### config.mk
export PLATFORM = sky130hd
export DESIGN_NAME = rf_access_seq
export DESIGN_NICKNAME = d
export VERILOG_FILES = /design/src/rtl/rf_access_seq.sv
export SDC_FILE = /design/constraint.sdc
export NUM_CORES = 1
export LEC_CHECK = 0
export CELL_PAD_IN_SITES_DETAIL_PLACEMENT = 0
export CELL_PAD_IN_SITES_GLOBAL_PLACEMENT = 1
export CORE_MARGIN = 5
export CORE_UTILIZATION = 27
export CTS_CLUSTER_SIZE = 20
export DETAILED_ROUTE_END_ITERATION = 10
export GPL_TIMING_DRIVEN = 1
export PLACE_DENSITY_LB_ADDON = 0.25
export SYNTH_ARGS = -nofsm -noshare
export SYNTH_HDL_FRONTEND = slang
export SYNTH_SLANG_ARGS = --single-unit
export TNS_END_PERCENT = 50
### constraint.sdc
create_clock -name clk -period 1.6 [get_ports clk]
set_input_delay 0.24 -clock clk [delete_from_list [all_inputs] [get_ports clk]]
set_output_delay 0.24 -clock clk [all_outputs]
set_load 0.05 [all_outputs]
### src/rtl/rf_access_seq.sv
// Register-file access sequencer: fetch operands for one instruction, hand them to the ALU, write back the result.
// Latency: accept at edge 0, op_valid after edge 2; write-back on the edge after the result handshake (ZERO_REG_EN: r0 hardwired to zero).
// Backpressure: instr_ready only in IDLE; stalls indefinitely on op_ready/res_valid, holding operands stable.
module rf_access_seq #(
    parameter int          DATA_W  = 16,
    parameter int          ADDR_W  = 4,
    parameter logic [3:0]  NOWB_OP = 4'hF
) (
    input  logic              clk,
    input  logic              rst,
    input  logic [15:0]       instr,
    input  logic              instr_valid,
    output logic              instr_ready,
    output logic              op_valid,
    input  logic              op_ready,
    output logic [3:0]        op_code,
    output logic [DATA_W-1:0] op_a,
    output logic [DATA_W-1:0] op_b,
    input  logic              res_valid,
    output logic              res_ready,
    input  logic [DATA_W-1:0] res_data,
    output logic              rf_EN,
    output logic [1:0]        rf_RW,
    output logic [ADDR_W-1:0] rf_AA,
    output logic [ADDR_W-1:0] rf_BA,
    output logic [ADDR_W-1:0] rf_DA,
    output logic [DATA_W-1:0] rf_D,
    input  logic [DATA_W-1:0] rf_A,
    input  logic [DATA_W-1:0] rf_B
);

    typedef enum logic [2:0] {
        IDLE   = 3'd0,
        READ   = 3'd1,
        CAPT   = 3'd2,
        ISSUE  = 3'd3,
        RESULT = 3'd4,
        WRITE  = 3'd5
    } state_t;

    state_t              state_q, state_d;
    logic [3:0]          opcode_q, opcode_d;
    logic [ADDR_W-1:0]   rd_q, rd_d;
    logic [ADDR_W-1:0]   ra_q, ra_d;
    logic [ADDR_W-1:0]   rb_q, rb_d;
    logic [DATA_W-1:0]   op_a_q, op_a_d;
    logic [DATA_W-1:0]   op_b_q, op_b_d;
    logic [DATA_W-1:0]   rf_d_q, rf_d_d;

    always_ff @(posedge clk) begin
        if (rst) begin
            state_q  <= IDLE;
            opcode_q <= '0;
            rd_q     <= '0;
            ra_q     <= '0;
            rb_q     <= '0;
            op_a_q   <= '0;
            op_b_q   <= '0;
            rf_d_q   <= '0;
        end else begin
            state_q  <= state_d;
            opcode_q <= opcode_d;
            rd_q     <= rd_d;
            ra_q     <= ra_d;
            rb_q     <= rb_d;
            op_a_q   <= op_a_d;
            op_b_q   <= op_b_d;
            rf_d_q   <= rf_d_d;
        end
    end

    always_comb begin
        state_d  = state_q;
        opcode_d = opcode_q;
        rd_d     = rd_q;
        ra_d     = ra_q;
        rb_d     = rb_q;
        op_a_d   = op_a_q;
        op_b_d   = op_b_q;
        rf_d_d   = rf_d_q;
        case (state_q)
            IDLE: begin
                if (instr_valid) begin
                    opcode_d = instr[15:12];
                    rd_d     = instr[11:8];
                    ra_d     = instr[7:4];
                    rb_d     = instr[3:0];
                    state_d  = READ;
                end
            end
            READ: state_d = CAPT;
            CAPT: begin
                // rf_A/rf_B are valid now, one cycle after the read edge
                op_a_d = rf_A;
                op_b_d = rf_B;
`ifdef ZERO_REG_EN
                if (ra_q == '0) op_a_d = '0;
                if (rb_q == '0) op_b_d = '0;
`endif
                state_d = ISSUE;
            end
            ISSUE: begin
                if (op_ready) state_d = (opcode_q == NOWB_OP) ? IDLE : RESULT;
            end
            RESULT: begin
                if (res_valid) begin
                    rf_d_d  = res_data;
                    state_d = WRITE;
`ifdef ZERO_REG_EN
                    if (rd_q == '0) state_d = IDLE;
`endif
                end
            end
            WRITE:   state_d = IDLE;
            default: state_d = IDLE;
        endcase
    end

    // Reset holds rf_EN high with RW=00 so the attached register file clears.
    always_comb begin
        instr_ready = (state_q == IDLE);
        op_valid    = (state_q == ISSUE);
        res_ready   = (state_q == RESULT);
        op_code     = opcode_q;
        op_a        = op_a_q;
        op_b        = op_b_q;
        rf_D        = rf_d_q;
        rf_EN       = rst || (state_q == READ) || (state_q == WRITE);
        rf_RW       = 2'b00;
        rf_AA       = '0;
        rf_BA       = '0;
        rf_DA       = '0;
        if (!rst && state_q == READ) begin
            rf_RW = 2'b10;
            rf_AA = ra_q;
            rf_BA = rb_q;
        end
        if (!rst && state_q == WRITE) begin
            rf_RW = 2'b01;
            rf_DA = rd_q;
        end
    end

endmodule

Word-level counts from Yosys, hierarchy flattened
Cells that the tools add are included.

Multiply operators: 0. Shift operators: 0. Reductions and logical operators: 9. Add/subtract/negate cells: 0. Mux-type cells: 10. Magnitude comparators: 0. Div/mod/pow operators: 0. Equality and inequality tests: 9. Bitwise operators: 0.

Operator list (number): $pmux W3 S5 (1); $mux W3 (4); $mux W4 (3); $eq A3 B2 Y1 const B (2); $eq A3 B3 Y1 const B (2); $eq A4 B4 Y1 const B (1); $mux W2 (2); $ne A2 B2 Y1 const B (2); $reduce_and A2 Y1 (2); $eq A3 B1 Y1 const B (1); $logic_not A3 Y1 (1); $reduce_and A3 Y1 (1); $logic_and A1 B1 Y1 (2); $logic_or A1 B1 Y1 (2); $ne A2 B1 Y1 const B (1); $logic_not A1 Y1 (1).

Register bits after elaboration: 67. Memories: 0. Bits in latches: 0. Input port bits: 69. RAM bits: 0. Output and inout port bits: 70. Logic and storage cells: 36. ROM bits: 0.

Longest topological paths before layout
Depth after elaboration: 4. Mapped depth: 5. Gate-level depth less buffers: 3.

Worst setup path after synthesis
Ideal clock, no wire load.

Path type: register to output. Start point: register state_q[2]. End point: output rf_DA[0]. Arrival time: 2.218 ns. Path slack: -0.858 ns. Stages on the path, launching flop included: 5. Required time: 1.360 ns. Path buffers: 1. Cells stage by stage: dfxtp_1 > buf_6 > inv_1 > nor4b_2 > and2_1.

Cells in the longest elaborated chain, start to end: 3.

Ends and longest elaborated chain: start: declaration (RTL line 41) `state_t state_q, state_d;`; start signal: assignment (RTL line 61) `state_q <= state_d;`; $eq A3 B3 Y1 (RTL line 138) `if (!rst && state_q == WRITE) begin`; $logic_and A1 B1 Y1 (RTL line 138); $mux W4 (RTL line 138); end: declaration (RTL line 26) `output logic [ADDR_W-1:0] rf_DA,`.

Every way passes these cells.

Final worst setup path
Start point: register state_q[2]. End point: output rf_AA[3].

Cells in the longest elaborated chain, start to end: 3.

Ends and longest elaborated chain: $eq A3 B1 Y1 (RTL line 133) `if (!rst && state_q == READ) begin`; $logic_and A1 B1 Y1 (RTL line 133); $mux W4 (RTL line 133); end: declaration (RTL line 24) `output logic [ADDR_W-1:0] rf_AA,`.

Every way passes these cells.

==> metrics <==
final instance area 0.004492 sq mm; worst min path class input pin to register; first-pass GRT wire length between 10000 and 15000 microns; Crit path arrival time roughly 1.4 ns; clk buf depth 2; H-tree depth 3; Final Hold Vio Count 0; ANT cells 0; Mean Syn Cell Area 7.980 sq um; status finished with violations; worst hold start rst; clock net sink count 67; I/O Pins 139; max capacitance violation total 0; vias in the first global route roughly 2500; final hold slack 0.3397 ns; CP Data Required Time between 1 and 1.5 ns; cell count after synthesis about 320; Max Clock Freq 0.5978 GHz; Rel. slew slack 0.7539; Pleak approximately 1.8 nW; Worst-Margin Slew roughly 0.37 ns; row cnt 35; R2R Path Start state_q[2]; DR vias around 2600; share of layout cells above drive strength 1 0.2758; CP Launch Type register; Mapped Nets between 300 and 400; placeable core region approximately 0.0093 sq mm; Nets 540; clock transition at the registers of the reported paths around 0.07 ns; Tot Pwr roughly 4.2 mW; drt first pass iters 4; period utilisation layout 1.045; VDD IR max just under 0.5 mV; initial core utilization 0.2776; Distinct cells, synth 27; Cell Area, Placed around 0.0043 sq mm; commonest non-fill, non-tap cell in the layout nand2_1; Die Span X approximately 110 microns; full die area 0.01160 sq mm; CP max FO 9; CTS Buf Count 9; Worst Clk Skew about 0.0056 ns; Hold Path Depth 3; Worst Setup End Kind output port; worst hold endpoint state_q[0]; r2r setup slk roughly 0.09 ns; Synth Register Bits 67; root buf cell clkbuf_8; register area share after synthesis 0.5204; Syn. warnings 0; failing checks setup timing; Post-DP HPWL roughly 5600 microns; worst-skew pair later-pin latency 0.33 ns; largest net degree at the start of global routing 36; antenna-violating nets left 0; Die Ht 107.7 microns; antenna violations before repair 0; Min Clock Period, post-route around 1.7 ns; DRT iter0 DRCs between 90 and 100; Final TNS setup -0.7618 ns; IO buf count between 100 and 150; RR Endpoint rb_q[0]; PnR worst setup slack -0.07269 ns; Reg2Reg Depth 5; DRC 0; total wire length 7816 microns; GPL Wtd Cong between 0.7 and 0.8; Synth Cell Area ~0.0026 sq mm; setup violators final 14; crit path kind register to output port; most frequent cells in the layout nand2_1 (129), buf_4 (68), clkdlybuf4s50_1 (67), a21oi_1 (65), dfxtp_1 (64); RSZ-0062 raised after global routing true; Slew Viols, Final 0; gr usage total 0.1379; drt via density approximately 4.3; power per cell area a little over 900 mW/mm^2; Area Growth Syn to Fin 74.27%; Final Util 0.4838; CTS tree built; grt total ovfl 0; DR WL/cell about 13 microns
## metal layers
layer	share of wire	track usage
met1	0.44	0.1740
met5	0	0
met3	0.099	0.06299
met4	0.014	0.04418
met2	0.45	0.2087
## worst max path at each step
| stage | depth (start not counted) | from | slack (ns) | end |
|---|---|---|---|---|
| after global routing | 4 | state_q[2] | -0.17 | rf_BA[0] |
| after global placement | 5 | instr_valid | -0.08 | rb_q[2] |
| after floorplan | 3 | state_q[1] | -0.33 | rf_AA[0] |
| final | 4 | state_q[2] | -0.07 | rf_AA[3] |
| after CTS | 5 | state_q[2] | -0.14 | rf_DA[3] |
| after detailed placement | 5 | instr_valid | -0.08 | rb_q[0] |
## power by group
part | switching, mW | leakage, nW | total (mW) | internal [mW]
registers | 0.0703 | 0.547 | 1.84 | 1.77
logic | 0.629 | 1.14 | 1.12 | 0.492
clock network | 0.604 | 0.0860 | 1.19 | 0.590
## synth_stat cells
| cell type | count | area (sq um) |
|---|---|---|
| nor4b_2 | 1 | 15.01 |
| buf_6 | 3 | 33.78 |
| nor4bb_1 | 1 | 10.01 |
| o21ai_0 | 3 | 15.01 |
| a21o_1 | 1 | 7.510 |
| nor3b_2 | 1 | 12.51 |
| nor3_1 | 1 | 5.000 |
| nand4_1 | 1 | 6.260 |
| inv_1 | 2 | 7.510 |
| or3b_1 | 1 | 8.760 |
| dfxtp_1 | 67 | 1341 |
| nand2_1 | 129 | 484.2 |
| nor4b_4 | 2 | 47.55 |
| clkbuf_2 | 2 | 10.01 |
| a41oi_1 | 1 | 8.760 |
| mux2i_1 | 1 | 10.01 |
| a21oi_1 | 65 | 325.3 |
| buf_1 | 3 | 11.26 |
| and2_1 | 13 | 81.33 |
| or4b_1 | 1 | 10.01 |
| nand4bb_1 | 1 | 11.26 |
| clkbuf_1 | 5 | 18.77 |
| and3_1 | 2 | 12.51 |
| nor3b_1 | 1 | 7.510 |
| buf_2 | 12 | 60.06 |
| and4_1 | 1 | 8.760 |
| nor2_1 | 2 | 7.510 |
## worst max-delay path: stages (launching register included)
cell     delay (ns)
dfxtp_4        0.38
nor4b_4        0.26
buf_6          0.16
and2_2         0.17
buf_12         0.14
## cell families after synthesis
group | after synthesis | share of synthesized area
AO/OA/AOI/OAI | 70 | 0.1383
flip-flops | 67 | 0.5204
AND/OR/NAND/NOR | 158 | 0.2825
buffers and inverters | 27 | 0.05486
multiplexers | 1 | 0.003884
## flip-flops by register name, indices dropped and copies added, names as in the netlist
| register | flops |
|---|---|
| op_a | 16 |
| op_b | 16 |
| op_code | 4 |
| ra_q | 4 |
| rb_q | 4 |
| rd_q | 4 |
| rf_D | 16 |
| state_q | 3 |
## final cells by class
| type | instances | area, sq um |
|---|---|---|
| Multi-Input combinational cell | 229 | 1152 |
| Timing Repair Buffer | 162 | 1655 |
| Sequential cell | 67 | 1353 |
| Tap cell | 129 | 161.4 |
| Clock buffer | 12 | 145.1 |
| Clock inverter | 3 | 15.01 |
| Inverter | 2 | 10.01 |
| Fill cell | 905 | 4792 |
## through the flow
stage,std cells,setup WS (ns)
2_1_floorplan,323,-0.3307
4_1_cts,603,-0.1449
6_report,604,-0.07269
3_3_place_gp,583,-0.07620
5_1_grt,604,-0.1736
3_5_place_dp,583,-0.08275
## timing repair
item	in CTS	in global routing
hold buffers	0	0
setup buffers	5	1
gates cloned	0	0
pin swaps	5	1
resized for setup	5	7
endpoints found under the setup margin	18	34
No activity file was read; power rests on OpenSTA's default activity.
